$ cat config.mk
export PLATFORM = sky130hd
export DESIGN_NAME = aes_axis_framer
export DESIGN_NICKNAME = d
export VERILOG_FILES = /design/src/rtl/aes_axis_framer.sv
export SDC_FILE = /design/constraint.sdc
export NUM_CORES = 1
export LEC_CHECK = 0
export CORE_AREA = 2 2 108 110
export DETAILED_ROUTE_END_ITERATION = 8
export DIE_AREA = 0 0 110 112
export HOLD_SLACK_MARGIN = 0.06
export PLACE_DENSITY = 0.84
export SYNTH_ARGS = -nofsm -noshare
export SYNTH_HDL_FRONTEND = slang
export SYNTH_SLANG_ARGS = --single-unit
$ cat constraint.sdc
create_clock -name s00_axis_aclk -period 4.79 [get_ports s00_axis_aclk]
set_input_delay 0.7185 -clock s00_axis_aclk [delete_from_list [all_inputs] [get_ports s00_axis_aclk]]
set_output_delay 0.7185 -clock s00_axis_aclk [all_outputs]
set_load 0.01 [all_outputs]
$ cat src/rtl/aes_axis_framer.sv
// rtl/aes_axis_framer.sv - frames a raw payload stream into command-prefixed
// whole-block frames for the AES stream core, with a registered 2-entry output slice.
module aes_axis_framer #(
  parameter int C_S_AXIS_TDATA_WIDTH = 32,
  parameter int C_M_AXIS_TDATA_WIDTH = 32,
  parameter int MAX_FRAME_BLKS       = 512,
  parameter int BLK_CNT_WIDTH        = 9
) (
  input  logic                              s00_axis_aclk,
  input  logic                              s00_axis_aresetn,
  input  logic [31:0]                       cmd,
  input  logic                              s00_axis_tvalid,
  output logic                              s00_axis_tready,
  input  logic [C_S_AXIS_TDATA_WIDTH-1:0]   s00_axis_tdata,
  input  logic [3:0]                        s00_axis_tstrb,
  input  logic                              s00_axis_tlast,
  output logic                              m00_axis_tvalid,
  input  logic                              m00_axis_tready,
  output logic [C_M_AXIS_TDATA_WIDTH-1:0]   m00_axis_tdata,
  output logic [3:0]                        m00_axis_tstrb,
  output logic                              m00_axis_tlast,
  output logic                              err_partial,
  output logic [15:0]                       frames_sent
);

  typedef enum logic [1:0] {IDLE, SEND_CMD, SEND_PAYLOAD, PAD} state_t;

  localparam logic [BLK_CNT_WIDTH-1:0] BLK_LAST = BLK_CNT_WIDTH'(MAX_FRAME_BLKS - 1);

  state_t                            state, state_nxt;
  logic [31:0]                       cmd_reg;
  logic [1:0]                        word_cnt;
  logic [BLK_CNT_WIDTH-1:0]          blk_cnt;

  logic [1:0]                        slice_cnt, slice_cnt_nxt;
  logic [C_M_AXIS_TDATA_WIDTH-1:0]   tail_tdata;
  logic [3:0]                        tail_tstrb;
  logic                              tail_tlast;

  logic                              wr_en;
  logic [C_M_AXIS_TDATA_WIDTH-1:0]   wr_tdata;
  logic [3:0]                        wr_tstrb;
  logic                              wr_tlast;
  logic                              word_inc;
  logic                              frame_end;
  logic                              partial_end;
  logic                              slice_room;
  logic                              s_fire;
  logic                              pop;
  logic                              unused_tstrb;

  assign unused_tstrb    = ^s00_axis_tstrb;
  assign slice_room      = (slice_cnt < 2'd2);
  assign pop             = m00_axis_tvalid && m00_axis_tready;
  assign s00_axis_tready = (state == SEND_PAYLOAD) && slice_room;
  assign s_fire          = s00_axis_tvalid && s00_axis_tready;

  always_comb begin
    state_nxt   = state;
    wr_en       = 1'b0;
    wr_tdata    = cmd_reg;
    wr_tstrb    = 4'hF;
    wr_tlast    = 1'b0;
    word_inc    = 1'b0;
    frame_end   = 1'b0;
    partial_end = 1'b0;
    case (state)
      IDLE: begin
        if (s00_axis_tvalid) state_nxt = SEND_CMD;
      end
      SEND_CMD: begin
        if (slice_room) begin
          wr_en     = 1'b1;
          state_nxt = SEND_PAYLOAD;
        end
      end
      SEND_PAYLOAD: begin
        if (s_fire) begin
          wr_en    = 1'b1;
          wr_tdata = s00_axis_tdata;
          word_inc = 1'b1;
          if (word_cnt == 2'd3) begin
            frame_end = s00_axis_tlast || (blk_cnt == BLK_LAST);
            wr_tlast  = frame_end;
            if (frame_end) state_nxt = s00_axis_tlast ? IDLE : SEND_CMD;
          end else if (s00_axis_tlast) begin
            partial_end = 1'b1;
            state_nxt   = PAD;
          end
        end
      end
      PAD: begin
        if (slice_room) begin
          wr_en    = 1'b1;
          wr_tdata = '0;
          wr_tstrb = 4'h0;
          wr_tlast = (word_cnt == 2'd3);
          word_inc = 1'b1;
          if (word_cnt == 2'd3) state_nxt = IDLE;
        end
      end
      default: state_nxt = IDLE;
    endcase
  end

  always_ff @(posedge s00_axis_aclk or negedge s00_axis_aresetn) begin
    if (!s00_axis_aresetn) begin
      state       <= IDLE;
      cmd_reg     <= '0;
      word_cnt    <= '0;
      blk_cnt     <= '0;
      err_partial <= 1'b0;
    end else begin
      state       <= state_nxt;
      err_partial <= partial_end;
      if (state == IDLE && s00_axis_tvalid) begin
        cmd_reg  <= cmd;
        word_cnt <= '0;
        blk_cnt  <= '0;
      end else if (word_inc) begin
        word_cnt <= word_cnt + 2'd1;
        // A continuation frame restarts its block count from zero.
        if (word_cnt == 2'd3) blk_cnt <= frame_end ? '0 : blk_cnt + 1'b1;
      end
    end
  end

  assign slice_cnt_nxt = slice_cnt + {1'b0, wr_en} - {1'b0, pop};

  always_ff @(posedge s00_axis_aclk or negedge s00_axis_aresetn) begin
    if (!s00_axis_aresetn) begin
      slice_cnt       <= '0;
      m00_axis_tvalid <= 1'b0;
      m00_axis_tdata  <= '0;
      m00_axis_tstrb  <= '0;
      m00_axis_tlast  <= 1'b0;
      tail_tdata      <= '0;
      tail_tstrb      <= '0;
      tail_tlast      <= 1'b0;
      frames_sent     <= '0;
    end else begin
      slice_cnt       <= slice_cnt_nxt;
      m00_axis_tvalid <= (slice_cnt_nxt != 2'd0);
      if (pop && m00_axis_tlast) frames_sent <= frames_sent + 16'd1;
      // Head reloads from the write port when it is (or is about to become) the only entry.
      if (wr_en && (slice_cnt == 2'd0 || (slice_cnt == 2'd1 && pop))) begin
        m00_axis_tdata <= wr_tdata;
        m00_axis_tstrb <= wr_tstrb;
        m00_axis_tlast <= wr_tlast;
      end else if (pop && slice_cnt == 2'd2) begin
        m00_axis_tdata <= tail_tdata;
        m00_axis_tstrb <= tail_tstrb;
        m00_axis_tlast <= tail_tlast;
      end
      if (wr_en && slice_cnt == 2'd1 && !pop) begin
        tail_tdata <= wr_tdata;
        tail_tstrb <= wr_tstrb;
        tail_tlast <= wr_tlast;
      end
    end
  end

endmodule

==> results of run 1 <==
[through the flow]
step	worst slack (ps)	total power, uW	util, %
2_1_floorplan	2490	3090	-
3_3_place_gp	1210	3660	65.1
3_5_place_dp	1110	3780	65.1
4_1_cts	1560	5150	70.6
5_1_grt	1370	5400	70.6
6_report	1570	5130	70.6
[critical path, stage by stage]
cell             delay (ps)
clkdlybuf4s50_1         580
and2_1                  190
and3b_1                 930
nor2_2                  350
buf_4                   350
a221o_1                 380
[final cells by class]
cell class	count	area [sq um]
Sequential cell	133	3330
Fill cell	775	3290
Multi-Input combinational cell	292	2460
Timing Repair Buffer	131	1290
Clock buffer	18	429
Clock inverter	14	185
Tap cell	143	179
Inverter	3	11.3
[power groups by stage]
stage | logic (uW) | clock network, uW | registers (uW)
finish | 1880 | 1350 | 1900
global placement | 1790 | 0 | 1870
global route | 2030 | 1420 | 1950
detailed placement | 1880 | 0 | 1900
floorplan | 1260 | 0 | 1840
CTS | 1890 | 1360 | 1900
[layer usage]
| layer | wire (microns) | up-vias | track usage (%) |
|---|---|---|---|
| li1 | - | 1956 | - |
| met1 | 5820 | 2228 | 31.2 |
| met2 | 7110 | 165 | 39.7 |
| met3 | 798 | 28 | 6.32 |
| met4 | 290 | 0 | 9.37 |
| met5 | 0 | - | 0 |
[worst min path at each step]
stage	to	slack (ps)	depth (start not counted)
2_1_floorplan	blk_cnt[0]$_DFFE_PN0P_	420	0
3_3_place_gp	blk_cnt[6]$_DFFE_PN0P_	460	1
3_5_place_dp	frames_sent[15]$_DFFE_PN0P_	460	1
4_1_cts	frames_sent[6]$_DFFE_PN0P_	470	1
5_1_grt	frames_sent[4]$_DFFE_PN0P_	480	1
6_report	frames_sent[6]$_DFFE_PN0P_	430	1
[cell usage in the layout, fill, tap and decap left out, drive strengths merged, types with 2 or more instances in the layout]
master         netlist  layout
a21boi               3       3
a21oi                6       6
a221o               34      34
a22o                35      35
a31oi                5       5
and2                35      35
and3                 4       4
and3b                2       2
buf                 25       8
bufinv               0       4
clkbuf               7      18
clkdlybuf4s50        0     123
clkinv               0       7
clkinvlp             0       3
dfrtp              133     133
ha                   6       6
inv                  3       3
mux2                66      66
nand2               13      13
nand2b               3       3
nand3                7       7
nand3b               2       2
nand4                9       9
nor2                 8       8
nor2b                2       2
nor3b                4       4
nor4                 3       3
o21a                 2       2
o21ai               10      10
o22ai                2       2
or2                  4       4
xnor2               14      14
xor2                 3       3
[cells in the mapped netlist (2+ instances only)]
cell,n,area (sq um)
buf_2,15,75.1
nor2_1,7,26.3
a21oi_1,5,25.0
nor4_1,3,18.8
nand2b_1,3,18.8
buf_4,8,60.1
a31oi_1,5,31.3
and2_1,35,219
xor2_1,3,26.3
nand4_1,9,56.3
ha_1,6,75.1
nor2b_1,2,12.5
nand3_1,7,35.0
mux2_2,66,743
xnor2_1,14,123
nand2_1,13,48.8
nand3b_1,2,15.0
and3_1,4,25.0
o21a_1,2,15.0
a22o_1,35,307
or2_2,4,25.0
dfrtp_1,133,3330
buf_6,2,22.5
o22ai_1,2,12.5
a21boi_0,2,15.0
a221o_1,34,340
clkbuf_1,7,26.3
nor3b_1,3,22.5
o21ai_0,9,45.0
inv_1,3,11.3
and3b_1,2,17.5
[cells by family (layout without fill, tap and decap cells)]
family | count (synthesis) | in the layout | share of synthesized area [%]
AOI/OAI and AO/OA | 102 | 102 | 14.5
xor gates and xnor gates | 17 | 17 | 2.49
adders and majority gates | 6 | 6 | 1.26
buffers and inverters | 35 | 166 | 3.27
DFF | 133 | 133 | 55.7
muxes | 67 | 67 | 12.6
and+or+nand+nor | 100 | 100 | 10.2
==> reports/results.txt, run 1 <==
Die Ht: 112 microns
Final Hold Viols: 0
Status: complete, no violations
Fin crit share: 67.2%
Layout cells sized above 1: 20.0%
P_int: 3480 uW
CTS tree: built
Fmax: 311 MHz
P_sw: 1640 uW
I/O pins: 129
Core ar.: 0.0112 sq mm
Post-synth cell types: 46
# Post-CTS Setup Buffers: 0
Port Buf Inserts: 124
Detailed placer's ending HPWL: 9240 microns
Setup crit end kind: flip-flop
Seq pwr share: 37.0%
Clk network pwr share: 26.3%
Total number of vias: 4377
Ys flop type: dfrtp_1
GP Congestion: 0.802
Netlist Area Pre-Place: 0.00598 sq mm
Max-Cap Viols: 0
Iteration-0 DRC Markers: 255
Longest Clk Path Bufs: 2
Crit. Startpoint: m00_axis_tready
TNS Setup: 0 ps
Final setup fails: 0
Pin slew with the least headroom to its limit: 1130 ps
Drt total wl: 14000 microns
Fin. max-slew vios: 0
Post-Syn Nets: 539
Fin crit period: 3220 ps
Net Sw Frac: 32.0%
1st-pass router iterations: 4
RSZ-0062 raised after global routing: false
Ant. Diodes: 0
FF-to-FF Start: slice_cnt[1]$_DFF_PN0_
CP startpoint kind: input port
Largest net degree at the start of global routing: 110
R2R cell count: 4
Die width: 110 microns
Total leakage power: 0.00344 uW
Antenna viol nets, final: 0
Crit path DAT: 3510 ps
Post-route cell area: 0.00789 sq mm
RR Endpoint: m00_axis_tdata[26]$_DFFE_PN0P_
H-Tree Depth: 4
WHS: 430 ps
Clock Skews: 6.61 ps
Logic pwr share: 36.7%
Max_slew headroom: 24.3%
Drt wl/cell: 19.1 microns
Initial Utilization: 53.5%
Die ar.: 0.0123 sq mm
Critical path peak fanout: 35
R2R Setup Slk: 1980 ps
Vias in the first global route: 4517
Critical Path RT: 5080 ps
GRT overflow: 0
Layout area overhead: 31.9%
Cts-stage hold buffer count: 0
Clock Tree Root: clkbuf_16
Global-route wire length before repair: 23000 microns
Kind of critical path: in2reg
Hold/Removal Path Class: in2async
Placed inst area: 0.00727 sq mm
Synth Instances: 460
Async S/R FF share, synth: 100%
CTS buffer count: 17
#FFs+latches synth: 133
Vias per cell: 5.96
Seq/Total Area, Yosys: 55.7%
Clock sinks: 133
FP Rows: 39
Initial antenna violation count: 0
Worst-Skew Late Latency: 420 ps
Clock-pin slew on the worst setup and hold paths: 50 ps
Power per cell area: 650 mW/mm^2
Number of synthesized flops with an enable pin: 0
Synthesis Warnings: 0
Post-cts sizing count: 0
DRC Markers: 0
Mean cell area of the mapped netlist: 13.0 sq um
Worst vdd ir: 0.314 mV
Final Non-Filler Cells: 734
Total Routing Usage GR: 24.5%
Final #Nets: 657
Worst setup endpoint: m00_axis_tdata[26]$_DFFE_PN0P_
Inst Count DP: 702
Note: power is estimated with default switching activity, not from simulation.
==> run 2, diff against run 1 <==
Settings changed: CORE_AREA 2 2 108 110 to 2 2 112 114, DIE_AREA 0 0 110 112 to 0 0 114 116, PLACE_DENSITY 0.84 to 0.79.
Clock period 4.79 ns to 3.2 ns, I/O delays scaled along.
==> run 2 against run 1 <==
Global-route usage is 2.8 points lower. Register-to-register slack got worse by 1200 ps. Count of clock-buffer cells in the layout rose by 2. Clock skew up 0.51 ps. Non-clock buffer count increased by 8. Highest routed layer unchanged.
==> reports/results.txt, run 2 (synthesized netlist as in run 1, its figures left out) <==
Final setup fails: 0 (unchanged)
DRC Markers: 0 (unchanged)
Layout cells sized above 1: 21.0% (+1.1 points)
Total Routing Usage GR: 21.7% (-2.8 points)
Net Sw Frac: 32.0% (about the same)
R2R cell count: 5 (+1)
I/O pins: 129 (unchanged)
Top sig layer: met4
Power per cell area: 952 mW/mm^2 (+46%)
Seq pwr share: 37.4% (+0.4 points)
Layout area overhead: 32.6%
Seq. cell area: 0.00333 sq mm (unchanged)
Slowest Stage Delay on Critical Path: 570 ps (-360 ps)
Status: complete, no violations
Final Hold Viols: 0 (unchanged)
Antenna viol nets, final: 0 (unchanged)
Post-cts sizing count: 0 (unchanged)
Final #Nets: 665 (+1.2%)
Setup crit end kind: output pin
Hold/Removal Path Class: in2async
P_sw: 2410 uW (+47%)
Worst vdd ir: 0.615 mV (+96%)
Clk network pwr share: 25.2% (-1.1 points)
Total leakage power: 0.00345 uW (+0.21%)
Max-Cap Viols: 0 (unchanged)
Fin. max-slew vios: 0 (unchanged)
Longest Clk Path Bufs: 2 (unchanged)
Clock sinks: 133 (unchanged)
# Post-CTS Setup Buffers: 0 (unchanged)
Multi-input gate area: 0.00246 sq mm (unchanged)
Initial Utilization: 50.2% (-3.3 points)
Kind of critical path: reg2out
Die ar.: 0.0132 sq mm (+7.3%)
Global-route wire length before repair: 22100 microns (-4.1%)
Critical Path RT: 2720 ps (-2360 ps)
Port Buf Inserts: 124 (unchanged)
CTS buffer count: 17 (unchanged)
Clock-pin slew on the worst setup and hold paths: 60 ps (about the same)
Slowest cell on crit path: clkdlybuf4s50_1
Power, Total: 7540 uW (+47%)
Critical path peak fanout: 11 (-69%)
P_int: 5130 uW (+47%)
Clock Skews: 7.12 ps (+0.510 ps)
Die Ht: 116 microns (+3.6%)
Total number of vias: 4279 (-2.2%)
Die width: 114 microns (+3.6%)
Most frequent cells in the layout: dfrtp_1 (133), clkdlybuf4s50_1 (123), mux2_2 (66)
Fmax: 394 MHz
Cell Chain, Critical Path: and2b_2, nor2b_1, clkdlybuf4s50_1
Worst-Skew Late Latency: 420 ps (about the same)
Initial antenna violation count: 0 (unchanged)
1st-pass router iterations: 4 (unchanged)
Vias in the first global route: 4408 (-2.4%)
GRT overflow: 0 (unchanged)
GP Congestion: 0.819 (+2.2%)
Pin slew with the least headroom to its limit: 1010 ps (-122 ps)
TNS Setup: 0 ps (unchanged)
CP bufs+invs: 1 (-1)
CTS tree: built
Commonest non-fill, non-tap cell in the layout: dfrtp_1
Max_slew headroom: 32.4% (+8.0 points)
Fill cells: 881 (+14%)
Met3 WL post-DR: 874 microns (+9.5%)
Crit path DAT: 2060 ps (-1450 ps)
FP Rows: 40 (+2.6%)
Met2 wire length: 6780 microns (-4.7%)
CP startpoint kind: flip-flop
Drt wl/cell: 18.2 microns (-4.8%)
CP Depth: 3 (-3)
Clock Tree Root: clkbuf_16
Largest net degree at the start of global routing: 79 (-28%)
Ant. Diodes: 0 (unchanged)
H-Tree Depth: 4 (unchanged)
Logic pwr share: 37.4% (+0.7 points)
Core ar.: 0.0119 sq mm (+6.6%)
WL met1: 5700 microns (-1.9%)
Cts-stage hold buffer count: 0 (unchanged)
Drt total wl: 13600 microns (-3.3%)
WHS: 101 ps (-330 ps)
Detailed placer's ending HPWL: 9290 microns (+0.59%)
Vias per cell: 5.74 (-3.8%)
Top cell family by delay on the critical path: buffers and inverters
RSZ-0062 raised after global routing: false
Iteration-0 DRC Markers: 330 (+29%)
Fin crit period: 2540 ps
Fin crit share: 79.3%
-- run 2: cell count changes in the layout (fill, tap and decap cells not counted), sizes merged --
| cell | previous run | this run |
|---|---|---|
| buf | 8 | 16 |
| clkinv | 7 | 2 |
| clkinvlp | 3 | 8 |
| bufinv | 4 | 2 |
| clkbuf | 18 | 20 |
-- run 2: power by group through the flow --
stage | registers, uW | logic (uW) | clock network, uW
after detailed placement | 2830 | 2840 | 0
after floorplan | 2750 | 1880 | 0
after global routing | 2900 | 3060 | 2020
after CTS | 2820 | 2850 | 1940
after global placement | 2800 | 2730 | 0
final | 2820 | 2820 | 1900
-- run 2: area by class of cell --
| cell class | instances | area share (%) |
|---|---|---|
| tap | 147 | 2.32 |
| clock buffer | 20 | 5.76 |
| clock inverter | 12 | 1.64 |
| inverter | 3 | 0.142 |
| timing repair buffer | 139 | 17.1 |
| sequential | 133 | 42.0 |
| multi-input combinational | 292 | 31.0 |
-- run 2: worst paths after layout --
| path | from | to | slack [ps] |
|---|---|---|---|
| setup / recovery | slice_cnt[1]$_DFF_PN0_ | s00_axis_tready | 660 |
| hold / removal | s00_axis_aresetn | frames_sent[5]$_DFFE_PN0P_ | 100 |
| setup reg to reg | state[0]$_DFFE_PN0P_ | m00_axis_tdata[26]$_DFFE_PN0P_ | 760 |
| hold reg to reg | frames_sent[15]$_DFFE_PN0P_ | frames_sent[15]$_DFFE_PN0P_ | 470 |
| max in group asynchronous | s00_axis_aresetn | cmd_reg[30]$_DFFE_PN0P_ | 2330 |
| min in group s00_axis_aclk | frames_sent[15]$_DFFE_PN0P_ | frames_sent[15]$_DFFE_PN0P_ | 470 |
-- run 2: layer usage --
metal	up-vias	track usage, %
li1	1962	-
met2	124	35.6
met5	-	0
met4	0	8.21
met1	2180	26.9
met3	13	7.17
-- run 2: metrics by stage --
step	utilization (%)	setup WS, ps	cell area (sq um)	instances
final	66.5	663	7930	746
after detailed placement	61.6	446	7340	714
after global placement	61.6	500	7340	714
after global routing	66.5	598	7930	746
after CTS	66.5	664	7930	746
after floorplan	-	1140	5980	460
==> run 3, diff against run 2 <==
Clock period 3.2 ns to 2.6 ns, I/O delays scaled along.
==> run 3 against run 2 <==
Die area unchanged. Highest routed layer unchanged. Wire length up 2.3%. Sequential power up 21%. Hold slack better by 380 ps. Via count up 0.37%. First-iteration DRC count down 27%. Largest cell class unchanged. Sequential cell count unchanged. Power up 24%. Count of clock-buffer cells in the layout up 4. Non-clock buffer count up 4. Core utilization up 0.44 points.
==> reports/results.txt, run 3 (synthesized netlist as in run 1, its figures left out) <==
Fin crit share: 95.7%
Die width: 114 microns (unchanged)
Critical Path RT: 2210 ps (-510 ps)
Worst vdd ir: 0.683 mV (+11%)
Final setup fails: 0 (unchanged)
Total number of vias: 4295 (+0.37%)
Worst-Skew Late Latency: 410 ps (about the same)
Layout area overhead: 33.4%
Power per cell area: 1170 mW/mm^2 (+23%)
Drt total wl: 13900 microns (+2.3%)
Crit path DAT: 2100 ps (+40 ps)
Placed inst area: 0.00741 sq mm (+0.99%)
Most frequent cells in the layout: dfrtp_1 (133), clkdlybuf4s50_1 (123), mux2_2 (66)
Layout cells sized above 1: 20.5% (-0.54 points)
Detailed placer's ending HPWL: 9440 microns (+1.5%)
GP Congestion: 0.861 (+5.2%)
Largest net degree at the start of global routing: 76 (-3.8%)
Fin crit period: 2490 ps
Post-cts sizing count: 0 (unchanged)
Total Routing Usage GR: 22.1% (+0.41 points)
Kind of critical path: reg2out
Vias per cell: 5.75 (+0.24%)
Power, Total: 9320 uW (+24%)
R2R cell count: 4 (-1)
Vias in the first global route: 4667 (+5.9%)
H-Tree Depth: 4 (unchanged)
Fin. max-slew vios: 0 (unchanged)
Total leakage power: 0.00349 uW (+1.3%)
CTS buffer count: 17 (unchanged)
Longest Clk Path Bufs: 2 (unchanged)
Clock Tree Root: clkbuf_16
Global-route met1 utilization: 27.0% (about the same)
Port Buf Inserts: 124 (unchanged)
RSZ-0062 raised after global routing: false
Antenna viol nets, final: 0 (unchanged)
Hold/Removal Path Class: reg2reg
FP Rows: 40 (unchanged)
TNS Setup: 0 ps (unchanged)
Initial Utilization: 50.2% (unchanged)
Top Usage Layer GRT: met2
Iteration-0 DRC Markers: 241 (-27%)
Pin slew with the least headroom to its limit: 1020 ps (+9.73 ps)
Die Ht: 116 microns (unchanged)
Max-Cap Viols: 0 (unchanged)
Ant. Diodes: 0 (unchanged)
CTS tree: built
Max_slew headroom: 31.7% (-0.65 points)
Critical path peak fanout: 11 (unchanged)
Initial antenna violation count: 0 (unchanged)
Status: complete, no violations
CP startpoint kind: flip-flop
I/O pins: 129 (unchanged)
Clock-pin slew on the worst setup and hold paths: 50 ps (about the same)
Final #Nets: 669 (+0.60%)
M2 GR Usage: 38.1% (+2.5 points)
Setup crit end kind: output pin
DRC Markers: 0 (unchanged)
1st-pass router iterations: 4 (unchanged)
Clock Skews: 8.36 ps (+1.24 ps)
Post-route cell area: 0.00798 sq mm (+0.66%)
Inst Count DP: 717 (+0.42%)
Commonest non-fill, non-tap cell in the layout: dfrtp_1
WHS Path Cells: 1
Fmax: 402 MHz
GRT overflow: 0 (unchanged)
Clock sinks: 133 (unchanged)
Final Hold Viols: 0 (unchanged)
Final Non-Filler Cells: 747 (+0.13%)
Die ar.: 0.0132 sq mm (unchanged)
Met3 usage: 5.75% (-1.4 points)
Drt wl/cell: 18.6 microns (+2.2%)
Global-route wire length before repair: 22700 microns (+2.8%)
Core ar.: 0.0119 sq mm (unchanged)
## run 3: changes by cell type in the layout (fill, tap and decap cells not counted), sizes merged
| cell | change |
|---|---|
| clkbuf | +4 |
| clkinv | +1 |
| buf | +3 |
| clkinvlp | -8 |
| dlygate4sd3 | +1 |
## run 3: final cells by class
class	instances	area [sq um]
Fill cell	887	3930
Sequential cell	133	3330
Multi-Input combinational cell	292	2460
Timing Repair Buffer	143	1440
Clock buffer	24	482
Tap cell	147	184
Clock inverter	5	75.1
Inverter	3	11.3
## run 3: repair_timing
| action | in CTS | in global routing |
|---|---|---|
| endpoints found under the hold margin | 73 | 0 |
| setup buffers | 0 | 0 |
| hold buffers | 1 | 0 |
## run 3: worst max-delay path, cell delays in order, from the launching register on
cell	delay, ps
dfrtp_1	560
and2b_2	340
nor2b_1	210
clkdlybuf4s50_1	580
## run 3: power by group
part	leakage [uW]	switching, uW	internal (uW)	total [uW]
sequential	0.00168	520	2900	3420
combinational	0.00154	1600	2030	3620
clock	0.000276	805	1470	2270
total	0.00349	2920	6390	9320
## run 3: final timing paths
check                                            start                        endpoint  slack (ps)
setup / recovery                slice_cnt[1]$_DFF_PN0_                 s00_axis_tready         110
hold / removal             frames_sent[15]$_DFFE_PN0P_     frames_sent[15]$_DFFE_PN0P_         480
setup reg to reg                slice_cnt[1]$_DFF_PN0_  m00_axis_tdata[11]$_DFFE_PN0P_         350
hold reg to reg            frames_sent[15]$_DFFE_PN0P_     frames_sent[15]$_DFFE_PN0P_         480
max in group asynchronous             s00_axis_aresetn          cmd_reg[9]$_DFFE_PN0P_        1320
min in group asynchronous             s00_axis_aresetn      frames_sent[4]$_DFFE_PN0P_         550
## run 3: layer usage
layer	share of wire, %	routed length (microns)
met1	41	5750
met2	52	7160
met3	5.4	756
met4	1.6	217
met5	0	0
## run 3: through the flow
step / util [%] / hold slack, ps / setup slack, ps
detailed placement: 62.2 / 463 / -67.5
global route: 67.0 / 508 / 81.9
floorplan: - / 94.4 / 630
CTS: 67.0 / 497 / 108
finish: 67.0 / 482 / 112
global placement: 62.2 / 457 / -44.2
